`src/rtl/instr_fetch_unit.sv`:
```
// Instruction fetch front end: issues word fetches to instruction memory, buffers
// up to two in-order responses and hands them to the decoder with a valid/ready handshake.
module instr_fetch_unit #(
    parameter logic [31:0] RESET_PC = 32'h0000_0000
) (
    input  logic        clk,
    input  logic        rst,
    output logic        imem_req,
    output logic [31:0] imem_addr,
    input  logic        imem_gnt,
    input  logic        imem_rvalid,
    input  logic [31:0] imem_rdata,
    input  logic        redirect,
    input  logic [31:0] redirect_pc,
    output logic        instr_valid,
    input  logic        instr_ready,
    output logic [31:0] instr,
    output logic [31:0] instr_pc,
    output logic [6:0]  op,
    output logic [2:0]  func3,
    output logic [6:0]  func7
);
    localparam logic [31:0] NOP = 32'h0000_0013;

    typedef struct packed {
        logic [31:0] data;
        logic [31:0] pc;
    } fetch_ent_t;

    logic [31:0] pc_q;
    fetch_ent_t  fifo_q [2];
    logic        rd_q, wr_q;
    logic [1:0]  cnt_q, out_q, drop_q;

    logic        pop, rsp, push, grant;
    logic [2:0]  credit;
    logic [31:0] rsp_pc;
    fetch_ent_t  head;
    logic        unused_rpc_bits;

    assign unused_rpc_bits = ^redirect_pc[1:0];

    always_comb begin
        head        = fifo_q[rd_q];
        instr_valid = rst & (cnt_q != 2'd0);
        pop         = instr_valid & instr_ready;
        rsp         = imem_rvalid & (out_q != 2'd0);
        push        = rst & rsp & (drop_q == 2'd0) & ~redirect;
        // A slot freed by a same-cycle pop counts as credit, so a 1-cycle memory streams every cycle
        credit      = {1'b0, cnt_q} - {2'b00, pop} + {1'b0, out_q};
        imem_req    = rst & ~redirect & (credit < 3'd2);
        grant       = imem_req & imem_gnt;
        imem_addr   = pc_q;
        // Once stale responses are gone, the oldest outstanding fetch is pc_q - 4*out_q
        rsp_pc      = pc_q - {28'd0, out_q, 2'b00};
        instr       = instr_valid ? head.data : NOP;
        instr_pc    = instr_valid ? head.pc : (rst ? pc_q : RESET_PC);
    end

    assign op    = instr[6:0];
    assign func3 = instr[14:12];
    assign func7 = instr[31:25];

    always_ff @(posedge clk) begin
        if (!rst) begin
            pc_q   <= RESET_PC;
            rd_q   <= 1'b0;
            wr_q   <= 1'b0;
            cnt_q  <= 2'd0;
            out_q  <= 2'd0;
            drop_q <= 2'd0;
        end else begin
            out_q <= out_q + {1'b0, grant} - {1'b0, rsp};
            if (redirect) begin
                pc_q   <= {redirect_pc[31:2], 2'b00};
                rd_q   <= 1'b0;
                wr_q   <= 1'b0;
                cnt_q  <= 2'd0;
                drop_q <= out_q - {1'b0, rsp};
            end else begin
                if (grant)
                    pc_q <= pc_q + 32'd4;
                if (rsp && drop_q != 2'd0)
                    drop_q <= drop_q - 2'd1;
                if (push)
                    wr_q <= ~wr_q;
                if (pop)
                    rd_q <= ~rd_q;
                cnt_q <= cnt_q + {1'b0, push} - {1'b0, pop};
            end
        end
    end

    always_ff @(posedge clk) begin
        if (push)
            fifo_q[wr_q] <= '{data: imem_rdata, pc: rsp_pc};
    end
endmodule
```
`config.mk`:
```
export PLATFORM = sky130hd
export DESIGN_NAME = instr_fetch_unit
export DESIGN_NICKNAME = d
export VERILOG_FILES = /design/src/rtl/instr_fetch_unit.sv
export SDC_FILE = /design/constraint.sdc
export NUM_CORES = 1
export LEC_CHECK = 0
export ABC_AREA = 1
export BUFFER_PORTS_ARGS = -buffer_cell sky130_fd_sc_hd__buf_4
export CAP_MARGIN = 15
export CORE_MARGIN = 2
export CORE_UTILIZATION = 26
export CTS_CLUSTER_DIAMETER = 150
export DETAILED_ROUTE_END_ITERATION = 10
export SLEW_MARGIN = 20
export SYNTH_ARGS = -nofsm -noshare
export SYNTH_HDL_FRONTEND = slang
export SYNTH_SLANG_ARGS = --single-unit
export TNS_END_PERCENT = 50
```
`constraint.sdc`:
```
create_clock -name clk -period 8.6 [get_ports clk]
set_clock_uncertainty 0.1 [all_clocks]
set_input_delay 1.72 -clock clk [delete_from_list [all_inputs] [get_ports clk]]
set_output_delay 1.72 -clock clk [all_outputs]
set_load 0.05 [all_outputs]
```
Word-level counts from Yosys, hierarchy flattened. Memories as Yosys holds them, arrays and structs flattened. A register that Yosys moved wholly into a read port is not among the register bits. Cells that the tools add are included.

Flip-flop bits (word level): 40. Output and inout port bits: 115. Bits of input ports: 70. Memories kept: 1. Word-level logic and storage cells: 51. Bits in writable memories: 128.

Memory list: fifo_q (depth 2, bits a word 64, rd ports 1, clocked after memory_dff 1, write ports 1, line 31) `fetch_ent_t fifo_q [2];`.

Reduce and logical (&&, ||, !) cells: 8. Bitwise gates (word level): 13. Order comparisons: 1. Muxes and demuxes: 11. Add/sub/neg operators: 10.

Operators by type and width (count): two-way mux 32 bit (5); adder 32 x 3 -> 32 bit, second input constant (1); subtractor 32 x 4 -> 32 bit (1); nonzero test 2 bit (5); AND 1 bit (9); subtractor 2 x 1 -> 2 bit (3); adder 2 x 1 -> 2 bit (2); two-way mux 1 bit (4); two-way mux 2 bit (2); inverter 1 bit (4); adder 3 x 2 -> 3 bit (1); less-than comparator 3 x 2 -> 1 bit, second input constant (1); subtractor 2 x 1 -> 3 bit (1); zero test 2 bit (1); OR reduction 2 bit (1); subtractor 2 x 1 -> 2 bit, second input constant (1); logical AND 1 bit (1).

Depth between registers and ports, before layout.
Depth after elaboration: 10. Mapped depth: 18. Depth with buffers taken out: 18.

Worst setup path before layout. OpenSTA, ideal clock, no wires.

Kind: input port to output port. Start: in rst. End: out imem_req. Setup slack: 2993 ps. Path buffers: 0. Required time: 6780 ps. Stages: 13. Arrival time: 3787 ps. Cells stage by stage: inv_2 > nor2_2 > nand2_1 > inv_1 > ha_1 > inv_1 > nand2_1 > fa_1 > inv_1 > nand2_1 > nand2_1 > nand2_1 > nor2_1.

Word-level cells in the longest chain between the ends: 6. Elaborated cells on any way between the ends: 7. Those cells by class: add/sub (2); order compare (1); bitwise (4).

RTL lines: start: declaration (line 7) `input logic rst,`; AND 1 bit (line 45) `instr_valid = rst & (cnt_q != 2'd0);`; AND 1 bit (line 46) `pop = instr_valid & instr_ready;`; net pop (line 35) `logic pop, rsp, push, grant;`; subtractor 2 x 1 -> 3 bit (line 50) `credit = {1'b0, cnt_q} - {2'b00, pop} + {1'b0, out_q};`; adder 3 x 2 -> 3 bit (line 50); less-than comparator 3 x 2 -> 1 bit (line 51) `imem_req = rst & ~redirect & (credit < 3'd2);`; AND 1 bit (line 51); end: declaration (line 8) `output logic imem_req,`.

The timed path passes the listed nets, and every way through them passes these cells.

Worst setup path after layout. Ends and elaborated chain as after synthesis.

==> summary.md <==
| Metric | Value |
|---|---|
| Outcome | `complete, no violations` |
| Total Nets Final | `1183` |
| Max VDD drop | `125 uV` |
| Port bufs | `178` |
| Hold Path Stages | `2` |
| HPWL after DPL | `16900 um` |
| Final setup viols | `0` |
| Avg Inst Size Synth | `9.19 um^2` |
| Post-cts sizing count | `0` |
| WS Path Type | `in -> out` |
| F_max | `around 0.17 GHz` |
| GRT Util Overall | `about an eighth` |
| Post-synthesis cell area | `8810 um^2` |
| Worst-Margin Slew | `1.06 ns` |
| Die Ht | `188 um` |
| Hold-fix buffers at CTS | `0` |
| Largest net degree at the start of global routing | `96` |
| Clk slew on worst S/H paths | `around 0.080 ns` |
| Share of async-settable or async-resettable flops after synthesis | `0%` |
| YS warnings | `0` |
| Layout cells sized above 1 | `26.9%` |
| TritonCTS clock tree | `yes` |
| Synth Flop Type | `edfxtp_1` |
| Initial antenna violation count | `0` |
| First-pass GRT wire length | `36300 um` |
| RSZ-0062 raised after global routing | `no` |
| Row count | `67` |
| Slew headroom | `between 20% and 30%` |
| Number of clock sinks | `163` |
| WL final | `23500 um` |
| CTS buffer count | `17` |
| Setup TNS | `0 ns` |
| Fillers | `3399` |
| # DRC | `0` |
| Die footprint | `35400 um^2` |
| Fin util | `between 30% and 40%` |
| EDFF count, synth | `124` |
| Layout area overhead | `24.9%` |
| Reg2reg path depth | `17` |
| Clock buffer depth | `2` |
| Max-slew violations | `0` |
| CP required | `~6.8 ns` |
| Total grt overflow | `0` |
| Maximum fanout along the worst path | `26` |
| Synth top area share | `roughly 42%` |
| DRT Pass-1 Iters | `5` |
| Via/cell ratio | `~4.3` |
| Mapped Cells | `958` |
| Static leakage | `4.77 nW` |
| Diodes inserted | `0` |
| Final hold violation count | `0` |
| Yosys top cell by area | `edfxtp_1` |
| Crit path capture type | `output pin` |
| Power per standard cell area | `193 nW/um^2` |
| Total number of vias | `6752` |
| Initial cell density of the core | `26.3%` |
| Number of global-route vias before repair | `6447` |
| Area of the multi-input gates | `3370 um^2` |
| Gp weighted congestion | `~0.86` |
| Yosys reg bits | `163` |
| Clk Latency, worst-skew pair | `around 0.43 ns` |
| Max_cap viols | `0` |
| Die width | `188 um` |
| Number of I/O pins | `185` |
| Root buf cell | `clkbuf_16` |
| Final min period | `5.76 ns` |
| Routed Antenna Nets | `0` |
| Reg area | `4510 um^2` |
| H-Tree Level Count | `4` |
| Synth cell types | `38` |
| Avg WL per Cell | `15.0 um` |
| Seq/Total Area, Yosys | `51.1%` |
| Worst hold path class | `reg -> reg` |
| Number of DRC markers in iteration 0 | `417` |
| Arrival @ worst endpoint | `3.94 ns` |
| Tcrit/Tclk final | `67.0%` |
| Setup crit start kind | `primary input` |
| Core ar. | `33400 um^2` |
| Setup Fix Bufs, Post-CTS | `0` |
| Synth area leaders | `edfxtp_1 42%, dfxtp_1 8.9%, nand2_1 8.5%` |
-- per-stage QoR --
| step | instances | power (mW) | hold slack [ns] | worst slack [ns] | area (um^2) |
|---|---|---|---|---|---|
| 3_3_place_gp | 1529 | 1.35 | 0.371 | 2.82 | 10400 |
| 2_1_floorplan | 961 | 1.23 | 0.359 | 2.99 | 8820 |
| 5_1_grt | 1561 | 2.22 | 0.426 | 2.63 | 11000 |
| 4_1_cts | 1561 | 2.15 | 0.398 | 2.81 | 11000 |
| 6_report | 1561 | 2.12 | 0.392 | 2.84 | 11000 |
| 3_5_place_dp | 1529 | 1.36 | 0.386 | 2.80 | 10400 |
-- cell usage in the layout, fill, tap and decap left out, drive strengths merged --
cell type	n
nor2	95
o21ai	53
a31oi	4
clkinv	3
ha	11
o21a	1
nand4	10
or2	2
inv	162
a21oi	27
fa	2
clkbuf	20
xnor2	3
bufinv	1
buf	182
and2	1
xor2	41
o211ai	35
mux2	29
nor3	8
nand3	43
dfxtp	39
nand2	213
conb	4
edfxtp	124
-- worst paths after layout --
check             slack (ns)                      to                    from
setup / recovery        2.84                imem_req                     rst
hold / removal          0.39  drop_q[1]$_SDFFE_PN0P_  drop_q[1]$_SDFFE_PN0P_
setup reg to reg        5.36     out_q[1]$_SDFF_PN0_     cnt_q[1]$_SDFF_PP0_
hold reg to reg         0.39  drop_q[1]$_SDFFE_PN0P_  drop_q[1]$_SDFFE_PN0P_
-- worst max-delay path, cell delays in order --
cell	delay, ns
buf_4	0.18
inv_2	0.46
nor2_4	0.07
nand2_1	0.11
inv_1	0.06
ha_1	0.26
inv_1	0.05
nand2_1	0.05
fa_1	0.38
inv_1	0.07
nand2_1	0.05
nand2_1	0.12
nand2_1	0.06
nor2_1	0.08
buf_4	0.20
-- power breakdown --
group / total [mW] / leakage [nW] / internal, mW / switching [mW]
Clock: 0.784 / 0.304 / 0.446 / 0.338
Combinational: 0.402 / 3.02 / 0.128 / 0.274
Sequential: 0.935 / 1.45 / 0.897 / 0.0374
-- synthesized netlist by cell type (3+ instances only) --
master / count
a21oi_1: 26
a31oi_1: 4
buf_1: 4
buf_2: 16
buf_4: 23
buf_6: 6
clkbuf_1: 13
dfxtp_1: 39
edfxtp_1: 124
ha_1: 11
inv_1: 148
inv_2: 4
mux2_2: 29
nand2_1: 199
nand2_2: 10
nand2_4: 4
nand3_1: 41
nand4_1: 10
nor2_1: 67
nor2_2: 15
nor2_4: 10
nor2_8: 3
nor3_1: 8
o211ai_1: 35
o21ai_0: 51
xnor2_1: 3
xor2_1: 40
-- layout make-up --
cell class                 instances  share of cell area (%)
sequential                       163                    41.0
multi-input combinational        582                    30.6
timing repair buffer             182                    12.4
inverter                         154                    5.31
tap                              448                    5.10
clock buffer                      20                    4.36
clock inverter                    12                    1.22
-- logic make-up after synthesis --
group	Yosys count	synth area share (%)
compound gates	120	7.94
xor+xnor	44	4.46
fa+ha+maj	13	2.02
buf+inv	216	11.0
flops	163	51.1
mux	29	3.71
other cells	1	0.0426
simple gates	372	19.7
-- registers in the layout (all words and copies together) (netlist names), named ones only --
signal	count
fifo_q	124
imem_addr	30
cnt_q	2
drop_q	2
out_q	2
rd_q	1
wr_q	1
-- routing by layer --
layer,vias to the layer above,track usage [%],part of all wire [%]
met5,-,0,0
met4,0,4.51,1.7
met3,21,3.05,6.2
met2,214,21.4,46
met1,3146,17.7,46
li1,3371,-,-
Power figures use the tool's default switching activity.
